==> config.mk <==
export PLATFORM = sky130hd
export DESIGN_NAME = dc_diff_encoder_flat
export DESIGN_NICKNAME = d
export VERILOG_FILES = /design/src/rtl/dc_diff_if.sv /design/src/rtl/dc_diff_encoder.sv /design/src/flat_wrapper.sv
export SDC_FILE = /design/constraint.sdc
export NUM_CORES = 1
export LEC_CHECK = 0
export CORE_MARGIN = 2
export CORE_UTILIZATION = 58
export CTS_CLUSTER_SIZE = 10
export DETAILED_ROUTE_END_ITERATION = 10
export HOLD_SLACK_MARGIN = 0.02
export PLACE_DENSITY_LB_ADDON = 0.08
export REMOVE_ABC_BUFFERS = 1
export SLEW_MARGIN = 30
export SYNTH_ARGS = -nofsm -noshare
export SYNTH_HDL_FRONTEND = slang
export SYNTH_SLANG_ARGS = --single-unit
==> constraint.sdc <==
create_clock -name clk -period 5.2 [get_ports clk]
set_clock_uncertainty 0.1 [all_clocks]
set_input_delay 1.04 -clock clk [delete_from_list [all_inputs] [get_ports clk]]
set_output_delay 1.04 -clock clk [all_outputs]
set_load 0.02 [all_outputs]
==> src/rtl/dc_diff_if.sv <==
// dc_diff_if: quantizer-to-encoder DC beat stream and encoded output stream.
// With DC_RESTART_EN defined, also carries restart_intv and enc_rst_flag.
interface dc_diff_if #(
   parameter int COEFF_W = 11
);
   localparam int CW = $clog2(COEFF_W + 1);
   logic                      frame_start;
   logic                      dc_vld;
   logic                      dc_rdy;
   logic signed [COEFF_W-1:0] dc_coeff;
   logic [1:0]                dc_comp;
   logic                      dc_mcu_last;
   logic                      enc_vld;
   logic                      enc_rdy;
   logic [CW-1:0]             extra_bits;
   logic [COEFF_W-1:0]        amp_bits;
   logic [1:0]                enc_comp;
   logic                      enc_mcu_last;
`ifdef DC_RESTART_EN
   logic [15:0]               restart_intv;
   logic                      enc_rst_flag;
`endif
   modport master (
`ifdef DC_RESTART_EN
      output restart_intv,
      input  enc_rst_flag,
`endif
      output frame_start, dc_vld, dc_coeff, dc_comp, dc_mcu_last, enc_rdy,
      input  dc_rdy, enc_vld, extra_bits, amp_bits, enc_comp, enc_mcu_last
   );
   modport slave (
`ifdef DC_RESTART_EN
      input  restart_intv,
      output enc_rst_flag,
`endif
      input  frame_start, dc_vld, dc_coeff, dc_comp, dc_mcu_last, enc_rdy,
      output dc_rdy, enc_vld, extra_bits, amp_bits, enc_comp, enc_mcu_last
   );
endinterface

==> src/rtl/dc_diff_encoder.sv <==
// dc_diff_encoder: JPEG DC DPCM stage emitting size category and amplitude bits.
// DC_RESTART_EN adds restart-interval predictor resets (restart_intv in, enc_rst_flag out).
module dc_diff_encoder #(
   parameter int NCOMP   = 3,
   parameter int COEFF_W = 11
) (
   input logic      clk,
   input logic      rst,
   dc_diff_if.slave bus
);
   localparam int DW = COEFF_W + 1;
   localparam int CW = $clog2(COEFF_W + 1);
   logic signed [COEFF_W-1:0] pred [NCOMP];
   logic signed [COEFF_W-1:0] pred_sel;
   logic signed [DW-1:0]      diff;
   logic [DW-1:0]             mag;
   logic [COEFF_W-1:0]        adj;
   logic [COEFF_W-1:0]        amp;
   logic [CW-1:0]             cat;
   logic                      accept;
   logic                      hit;
   logic                      vld_q;
   logic                      last_q;
   logic [CW-1:0]             cat_q;
   logic [COEFF_W-1:0]        amp_q;
   logic [1:0]                comp_q;
   assign bus.dc_rdy       = !vld_q | bus.enc_rdy;
   assign accept           = bus.dc_vld & bus.dc_rdy;
   assign bus.enc_vld      = vld_q;
   assign bus.extra_bits   = cat_q;
   assign bus.amp_bits     = amp_q;
   assign bus.enc_comp     = comp_q;
   assign bus.enc_mcu_last = last_q;
`ifdef DC_RESTART_EN
   logic [15:0] mcu_cnt;
   logic [15:0] mcu_nxt;
   logic        flag_q;
   // frame_start clears the count before the coincident beat is counted
   assign mcu_nxt = (bus.frame_start ? 16'd0 : mcu_cnt) + 16'd1;
   assign hit = accept & bus.dc_mcu_last & (bus.restart_intv != 16'd0) & (mcu_nxt == bus.restart_intv);
   assign bus.enc_rst_flag = flag_q;
   always_ff @(posedge clk or posedge rst)
      if (rst) begin
         mcu_cnt <= '0;
         flag_q  <= 1'b0;
      end else begin
         if (accept & bus.dc_mcu_last) mcu_cnt <= hit ? 16'd0 : mcu_nxt;
         else if (bus.frame_start) mcu_cnt <= '0;
         if (accept) flag_q <= hit;
      end
`else
   assign hit = 1'b0;
`endif
   // out-of-range components and frame_start both predict from zero
   always_comb begin
      pred_sel = '0;
      for (int i = 0; i < NCOMP; i++)
         pred_sel = (int'(bus.dc_comp) == i && !bus.frame_start) ? pred[i] : pred_sel;
      diff = {bus.dc_coeff[COEFF_W-1], bus.dc_coeff} - {pred_sel[COEFF_W-1], pred_sel};
      mag  = diff[DW-1] ? -diff : diff;
      cat  = '0;
      for (int i = 0; i < DW; i++)
         cat = mag[i] ? CW'(i + 1) : cat;
      adj = diff[COEFF_W-1:0] - COEFF_W'(diff[DW-1]);
      amp = '0;
      for (int i = 0; i < COEFF_W; i++)
         amp[i] = (i < int'(cat)) & adj[i];
   end
   always_ff @(posedge clk or posedge rst)
      if (rst)
         for (int i = 0; i < NCOMP; i++) pred[i] <= '0;
      else
         for (int i = 0; i < NCOMP; i++)
            if (hit) pred[i] <= '0;
            else if (accept && int'(bus.dc_comp) == i) pred[i] <= bus.dc_coeff;
            else if (bus.frame_start) pred[i] <= '0;
   always_ff @(posedge clk or posedge rst)
      if (rst) begin
         vld_q  <= 1'b0;
         cat_q  <= '0;
         amp_q  <= '0;
         comp_q <= '0;
         last_q <= 1'b0;
      end else if (accept) begin
         vld_q  <= 1'b1;
         cat_q  <= cat;
         amp_q  <= amp;
         comp_q <= bus.dc_comp;
         last_q <= bus.dc_mcu_last;
      end else if (bus.enc_rdy)
         vld_q <= 1'b0;
endmodule

==> src/flat_wrapper.sv <==
// flat-port wrapper written by rule: the top's interface ports become plain ports
module dc_diff_encoder_flat 
#(
   parameter int NCOMP   = 3,
   parameter int COEFF_W = 11
)
  (clk, rst, bus_frame_start, bus_dc_vld, bus_dc_coeff, bus_dc_comp, bus_dc_mcu_last, bus_enc_rdy, bus_dc_rdy, bus_enc_vld, bus_extra_bits, bus_amp_bits, bus_enc_comp, bus_enc_mcu_last);
  dc_diff_if #(.COEFF_W(COEFF_W)) bus_i ();
  input logic clk;
  input logic rst;
  input wire logic [$bits(bus_i.frame_start)-1:0] bus_frame_start;
  input wire logic [$bits(bus_i.dc_vld)-1:0] bus_dc_vld;
  input wire logic [$bits(bus_i.dc_coeff)-1:0] bus_dc_coeff;
  input wire logic [$bits(bus_i.dc_comp)-1:0] bus_dc_comp;
  input wire logic [$bits(bus_i.dc_mcu_last)-1:0] bus_dc_mcu_last;
  input wire logic [$bits(bus_i.enc_rdy)-1:0] bus_enc_rdy;
  output wire logic [$bits(bus_i.dc_rdy)-1:0] bus_dc_rdy;
  output wire logic [$bits(bus_i.enc_vld)-1:0] bus_enc_vld;
  output wire logic [$bits(bus_i.extra_bits)-1:0] bus_extra_bits;
  output wire logic [$bits(bus_i.amp_bits)-1:0] bus_amp_bits;
  output wire logic [$bits(bus_i.enc_comp)-1:0] bus_enc_comp;
  output wire logic [$bits(bus_i.enc_mcu_last)-1:0] bus_enc_mcu_last;
  assign bus_i.frame_start = bus_frame_start;
  assign bus_i.dc_vld = bus_dc_vld;
  assign bus_i.dc_coeff = bus_dc_coeff;
  assign bus_i.dc_comp = bus_dc_comp;
  assign bus_i.dc_mcu_last = bus_dc_mcu_last;
  assign bus_i.enc_rdy = bus_enc_rdy;
  assign bus_dc_rdy = bus_i.dc_rdy;
  assign bus_enc_vld = bus_i.enc_vld;
  assign bus_extra_bits = bus_i.extra_bits;
  assign bus_amp_bits = bus_i.amp_bits;
  assign bus_enc_comp = bus_i.enc_comp;
  assign bus_enc_mcu_last = bus_i.enc_mcu_last;
  dc_diff_encoder #(.NCOMP(NCOMP), .COEFF_W(COEFF_W)) u_core (.clk(clk), .rst(rst), .bus(bus_i));
endmodule
Yosys cells after proc, flatten, opt, wreduce, memory -nomap -nowiden
Index checks and enable logic that the tools add are counted.
W data, S select, Z words.
- register bits: 52
- input bits: 19
- add/subtract/negate cells: 3
- order comparisons: 11
- bitwise operators: 13
- eq/ne operators: 2
- multiplexer cells: 22
- reduce and logical (&&, ||, !) cells: 13
- operators with widths (kind ; count):
    $mux W11 ; 7
    $mux W4 ; 11
    $lt A3 B4 Y1 const A ; 4
    $and A1 B1 Y1 ; 12
    $lt A4 B4 Y1 const A ; 3
    $mux W12 ; 1
    $neg A12 Y12 ; 1
    $sub A11 B11 Y12 ; 1
    $sub A11 B1 Y11 ; 1
    $lt A1 B4 Y1 const A ; 2
    $lt A2 B4 Y1 const A ; 2
    $reduce_bool A2 Y1 ; 4
    $logic_and A1 B1 Y1 ; 6
    $eq A2 B2 Y1 const B ; 2
    $mux W1 ; 3
    $logic_not A1 Y1 ; 2
    $logic_not A2 Y1 ; 1
    $or A1 B1 Y1 ; 1

Logic depth before layout (Yosys ltp)
- depth in word-level cells: 22
- depth in mapped cells: 22
- depth with buffers taken out: 20

Worst setup path after synthesis
No wires, ideal clock.
- path type: input to register
- start: in bus_dc_comp[0]
- end: reg u_core.amp_q[0], in the netlist u_core.bus.amp_bits[0]
- setup time: 0.092 ns
- arrival time: 5.145 ns
- setup slack: -0.137 ns
- stages: 20
- path buffers: 4
- cells stage by stage: clkbuf_1 -> buf_1 -> mux2i_1 -> nor2_1 -> a21oi_1 -> nor2_1 -> ha_1 -> fa_1 -> nand2b_1 -> a21oi_2 -> xor2_1 -> nor3_2 -> and4_1 -> buf_4 -> mux2i_1 -> o31ai_2 -> and4_1 -> buf_6 -> and4_1 -> o31ai_2
- word-level cells in the longest chain between the ends: 22
- elaborated cells between the ends (all ways): 27
- RTL lines (what ; RTL line ; source):
    start: declaration ; flat_wrapper.sv:14 ; input wire logic [$bits(bus_i.dc_comp)-1:0] bus_dc_comp;
    $logic_not A2 Y1 ; dc_diff_encoder.sv:58 ; pred_sel = (int'(bus.dc_comp) == i && !bus.frame_start) ? pred[i] : pred_sel;
    $logic_and A1 B1 Y1 ; dc_diff_encoder.sv:58 ;
    $mux W11 (2 in a row) ; dc_diff_encoder.sv:58 ;
    $mux W11 * ; dc_diff_encoder.sv:58 ;
    $sub A11 B11 Y12 * ; dc_diff_encoder.sv:59 ; diff = {bus.dc_coeff[COEFF_W-1], bus.dc_coeff} - {pred_sel[COEFF_W-1], pred_sel};
    $neg A12 Y12 ; dc_diff_encoder.sv:60 ; mag = diff[DW-1] ? -diff : diff;
    $mux W12 ; dc_diff_encoder.sv:60 ;
    $mux W1 ; dc_diff_encoder.sv:63 ; cat = mag[i] ? CW'(i + 1) : cat;
    $mux W4 (11 in a row) ; dc_diff_encoder.sv:63 ;
    $lt A1 B4 Y1 ; dc_diff_encoder.sv:67 ; amp[i] = (i < int'(cat)) & adj[i];
    $and A1 B1 Y1 * ; dc_diff_encoder.sv:67 ;
    end signal: assignment ; dc_diff_encoder.sv:87 ; amp_q <= amp;
    end: declaration ; dc_diff_encoder.sv:25 ; logic [COEFF_W-1:0] amp_q;
Every way passes the cells marked *; elsewhere a longest branch is shown, timed or not.
A chain may end at the register's enable or synchronous reset.

Worst setup path in the final report
Ends and elaborated chain as after synthesis.

==> results.yml <==
outcome:
  status: "finished, final reports clean"
synthesis:
  syn_area_per_cell_um2: 8.381
  ys_ff_latch: 52
  synth_cells: 457
  async_flop_share_pct: 100.0
  synth_edf_count: 0
  synth-main-ff-cell: "dfrtp_1"
  synth.yosys.seq_area_share_pct: 33.98
  synth_cell_types: 61
  yosysWarnings: 0
  synthTopCellsByArea: "dfrtp_1 (34%), nand2_1 (7.9%), nand2b_1 (7.4%), o21ai_0 (6.9%), ha_1 (4.9%)"
  netlist_area_um2: 3830
  synth_top_area_share_pct: 33.98
  yosys.area.top_type: "dfrtp_1"
clock_network:
  cts.clk_slew.worst_paths_ns: 0.09
  clockRootBuffer: "clkbuf_8"
  clk_latency_ns: 0.30
  cts_buffers: 5
  post-cts-setup-buffers: 0
  clockBufferDepth: 2
  postCtsHoldBufs: 0
  cts_num_sinks: 52
  cts_tree: "done"
  htree_num_levels: 2
critical_path:
  crit_family: "simple AND/OR/NAND/NOR gates"
  crit_chain: "clkdlybuf4s50_1 -> mux2i_1 -> nor2_1 -> a21oi_1 -> nor2_1 -> ha_1 -> fa_1 -> nand2b_1 -> a2111o_1 -> o311ai_4 -> a21oi_4 -> and4_1 -> mux2i_1 -> o31ai_2 -> and4_2 -> and4_1 -> o31ai_2"
  slowest_delay_ns: 0.55
  cp_slowest_cell: "clkdlybuf4s50_1"
  setup.worst_path.start_class: "primary input"
  rr_worst_depth: 16
  cp_num_buf_inv: 1
  rrSetupSlack_ns: 1.24
  crit_fanout: 7
  crit_arrival_ns: 5.01
  critPathCaptureType: "flop"
  timing.rr.start: "u_core.pred[11]"
  reg2reg_to: "u_core.bus.amp_bits[0]"
  crit_required_ns: 5.29
  crit_type: "in -> reg"
drt:
  wire_per_inst_um: 14.70
  drt-total-wl_um: 8613
  firstDrtPassIters: 4
  ant_nets: 0
  vias_per_cell: 5.765
  first_iter_violations: 154
  drc: 0
  vias: 3378
cells_and_area:
  final_common_cell: "nand2_1"
  diodes: 0
  final_cells: 586
  drive_above_1_share_pct: 12.38
  syn2layout_area_growth_pct: 18.75
  layout_common_cells: "nand2_1 (81), o21ai_0 (53), dfrtp_1 (52), nand2b_1 (45), clkdlybuf4s50_1 (38)"
  nets: 546
sta:
  hold_viol_final: 0
  report.final.slew_viol_count: 0
  rsz0062_at_grt: "no"
  worstMarginPinSlew_ns: 0.6365
  max_freq_mhz: 203.4
  setup_viol: 0
  post-route-period-util_pct: 94.53
  finalCriticalPeriod_ns: 4.916
  setup_tns_ns: 0
  relSlewSlack_pct: 57.57
power_and_ir_drop:
  ir_drop_uv: 163.6
  p_leak_uw: 0.001912
  power.density_nw_per_um2: 246.0
  power_uw: 1119
global_routing:
  antenna_found_initial: 0
  grt_pass1_wl_um: 15150
  track_usage_pct: 25.36
  overflow: 0
  grt_max_degree: 53
  grt_pass1_vias: 3285
floorplan:
  rows: 29
  die_w_um: 85.26
  pin_count: 39
  start_util_pct: 59.97
  dieArea_um2: 7269
  coreArea_um2: 6386
  die_h_um: 85.26
worst_hold_path:
  hp-start: "u_core.bus.extra_bits[1]"
  hold_path_end: "u_core.bus.extra_bits[1]"
  hold_depth: 2
  hp-class: "reg -> reg"
flow_run:
  maxCapViolCount: 0
placement:
  dp_hpwl_um: 6546
  port_buffers: 38
  place_congestion: 0.8727
  dp_cells: 581
-- worst max path at each step --
stage / startpoint / end / depth (start not counted)
2_1_floorplan: bus_dc_comp[1] / u_core.bus.amp_bits[10] / 20
3_3_place_gp: bus_dc_comp[0] / u_core.bus.amp_bits[0] / 18
3_5_place_dp: bus_dc_comp[0] / u_core.bus.amp_bits[0] / 18
4_1_cts: bus_dc_comp[0] / u_core.bus.amp_bits[0] / 18
5_1_grt: bus_dc_comp[0] / u_core.bus.amp_bits[0] / 17
6_report: bus_dc_comp[0] / u_core.bus.amp_bits[0] / 17
-- area by class of cell --
type / count / area (um^2)
well taps: 77 / 96.34
inverters: 13 / 51.30
clock buffers: 5 / 68.82
flip-flops and latches: 52 / 1301
multi-input cells: 369 / 2397
repair buffers: 70 / 633.1
fillers: 552 / 1838
-- kinds of logic (layout without fill, tap and decap cells) --
group,count (synthesis),after routing,share of synthesized area (%)
xor gates and xnor gates,20,20,4.966
muxes,14,14,3.691
AOI/OAI and AO/OA,128,128,22.87
buffers and inverters,36,88,3.920
DFF,52,52,33.98
and+or+nand+nor,191,191,25.16
adders and majority gates,16,16,5.423
-- where the power goes --
part           internal [uW]  switching (uW)
Sequential               443            19.5
Clock                   87.3             127
Combinational            200             242
Total                    730             389
-- registers in the layout, summed over array words and instances (netlist names) --
| register | count |
|---|---|
| u_core.bus.amp_bits | 11 |
| u_core.bus.enc_comp | 2 |
| u_core.bus.enc_mcu_last | 1 |
| u_core.bus.enc_vld | 1 |
| u_core.bus.extra_bits | 4 |
| u_core.pred | 33 |
-- stage by stage --
step	hold WS [ns]	util, %	setup slack (ns)	cell area, um^2
final	0.3803	71.22	0.2844	4548
after global routing	0.4093	71.22	0.01508	4548
after global placement	0.3573	69.96	0.07009	4468
after detailed placement	0.3659	70.00	-0.07204	4471
after CTS	0.3858	71.08	0.2552	4539
after floorplan	0.3814	-	0.1399	3729
-- synth_stat cells, types with 2 or more instances --
| master | n |
|---|---|
| nand2b_1 | 45 |
| a31oi_1 | 11 |
| nand3b_1 | 2 |
| o31ai_2 | 3 |
| and2_1 | 6 |
| nand4b_1 | 2 |
| mux2i_1 | 13 |
| clkbuf_1 | 19 |
| and4_1 | 3 |
| nor2b_1 | 3 |
| a21oi_1 | 19 |
| o32ai_1 | 4 |
| a21oi_2 | 3 |
| a22o_1 | 2 |
| and3_1 | 6 |
| nor3_1 | 8 |
| o21ai_1 | 3 |
| xor2_1 | 4 |
| ha_1 | 15 |
| nand3_1 | 6 |
| buf_4 | 2 |
| nand2_1 | 81 |
| or3_1 | 4 |
| xor2_2 | 2 |
| o22ai_1 | 2 |
| o31ai_1 | 6 |
| a211oi_1 | 2 |
| a21o_1 | 2 |
| inv_1 | 13 |
| nor3b_1 | 2 |
| nand4_1 | 3 |
| dfrtp_1 | 52 |
| xnor2_1 | 14 |
| nor2_1 | 16 |
| o21ai_0 | 53 |
-- timing repair --
item | CTS | global route
endpoints found under the hold margin | 0 | 0
resized for setup | 0 | 2
endpoints found under the setup margin | 0 | 1
-- per-layer routing --
layer  wire (um)  vias up  global-route usage, %
met2        4174       60                  43.04
li1            -     1705                      -
met3         268       10                  3.599
met5           0        -                      0
met4         140        0                  8.514
met1        4029     1603                  33.27
-- tightest hold or removal path: stages (launching register included) --
cell	delay, ns
dfrtp_1	0.35
nand2_1	0.05
o31ai_1	0.05
No activity file was read; power rests on OpenSTA's default activity.
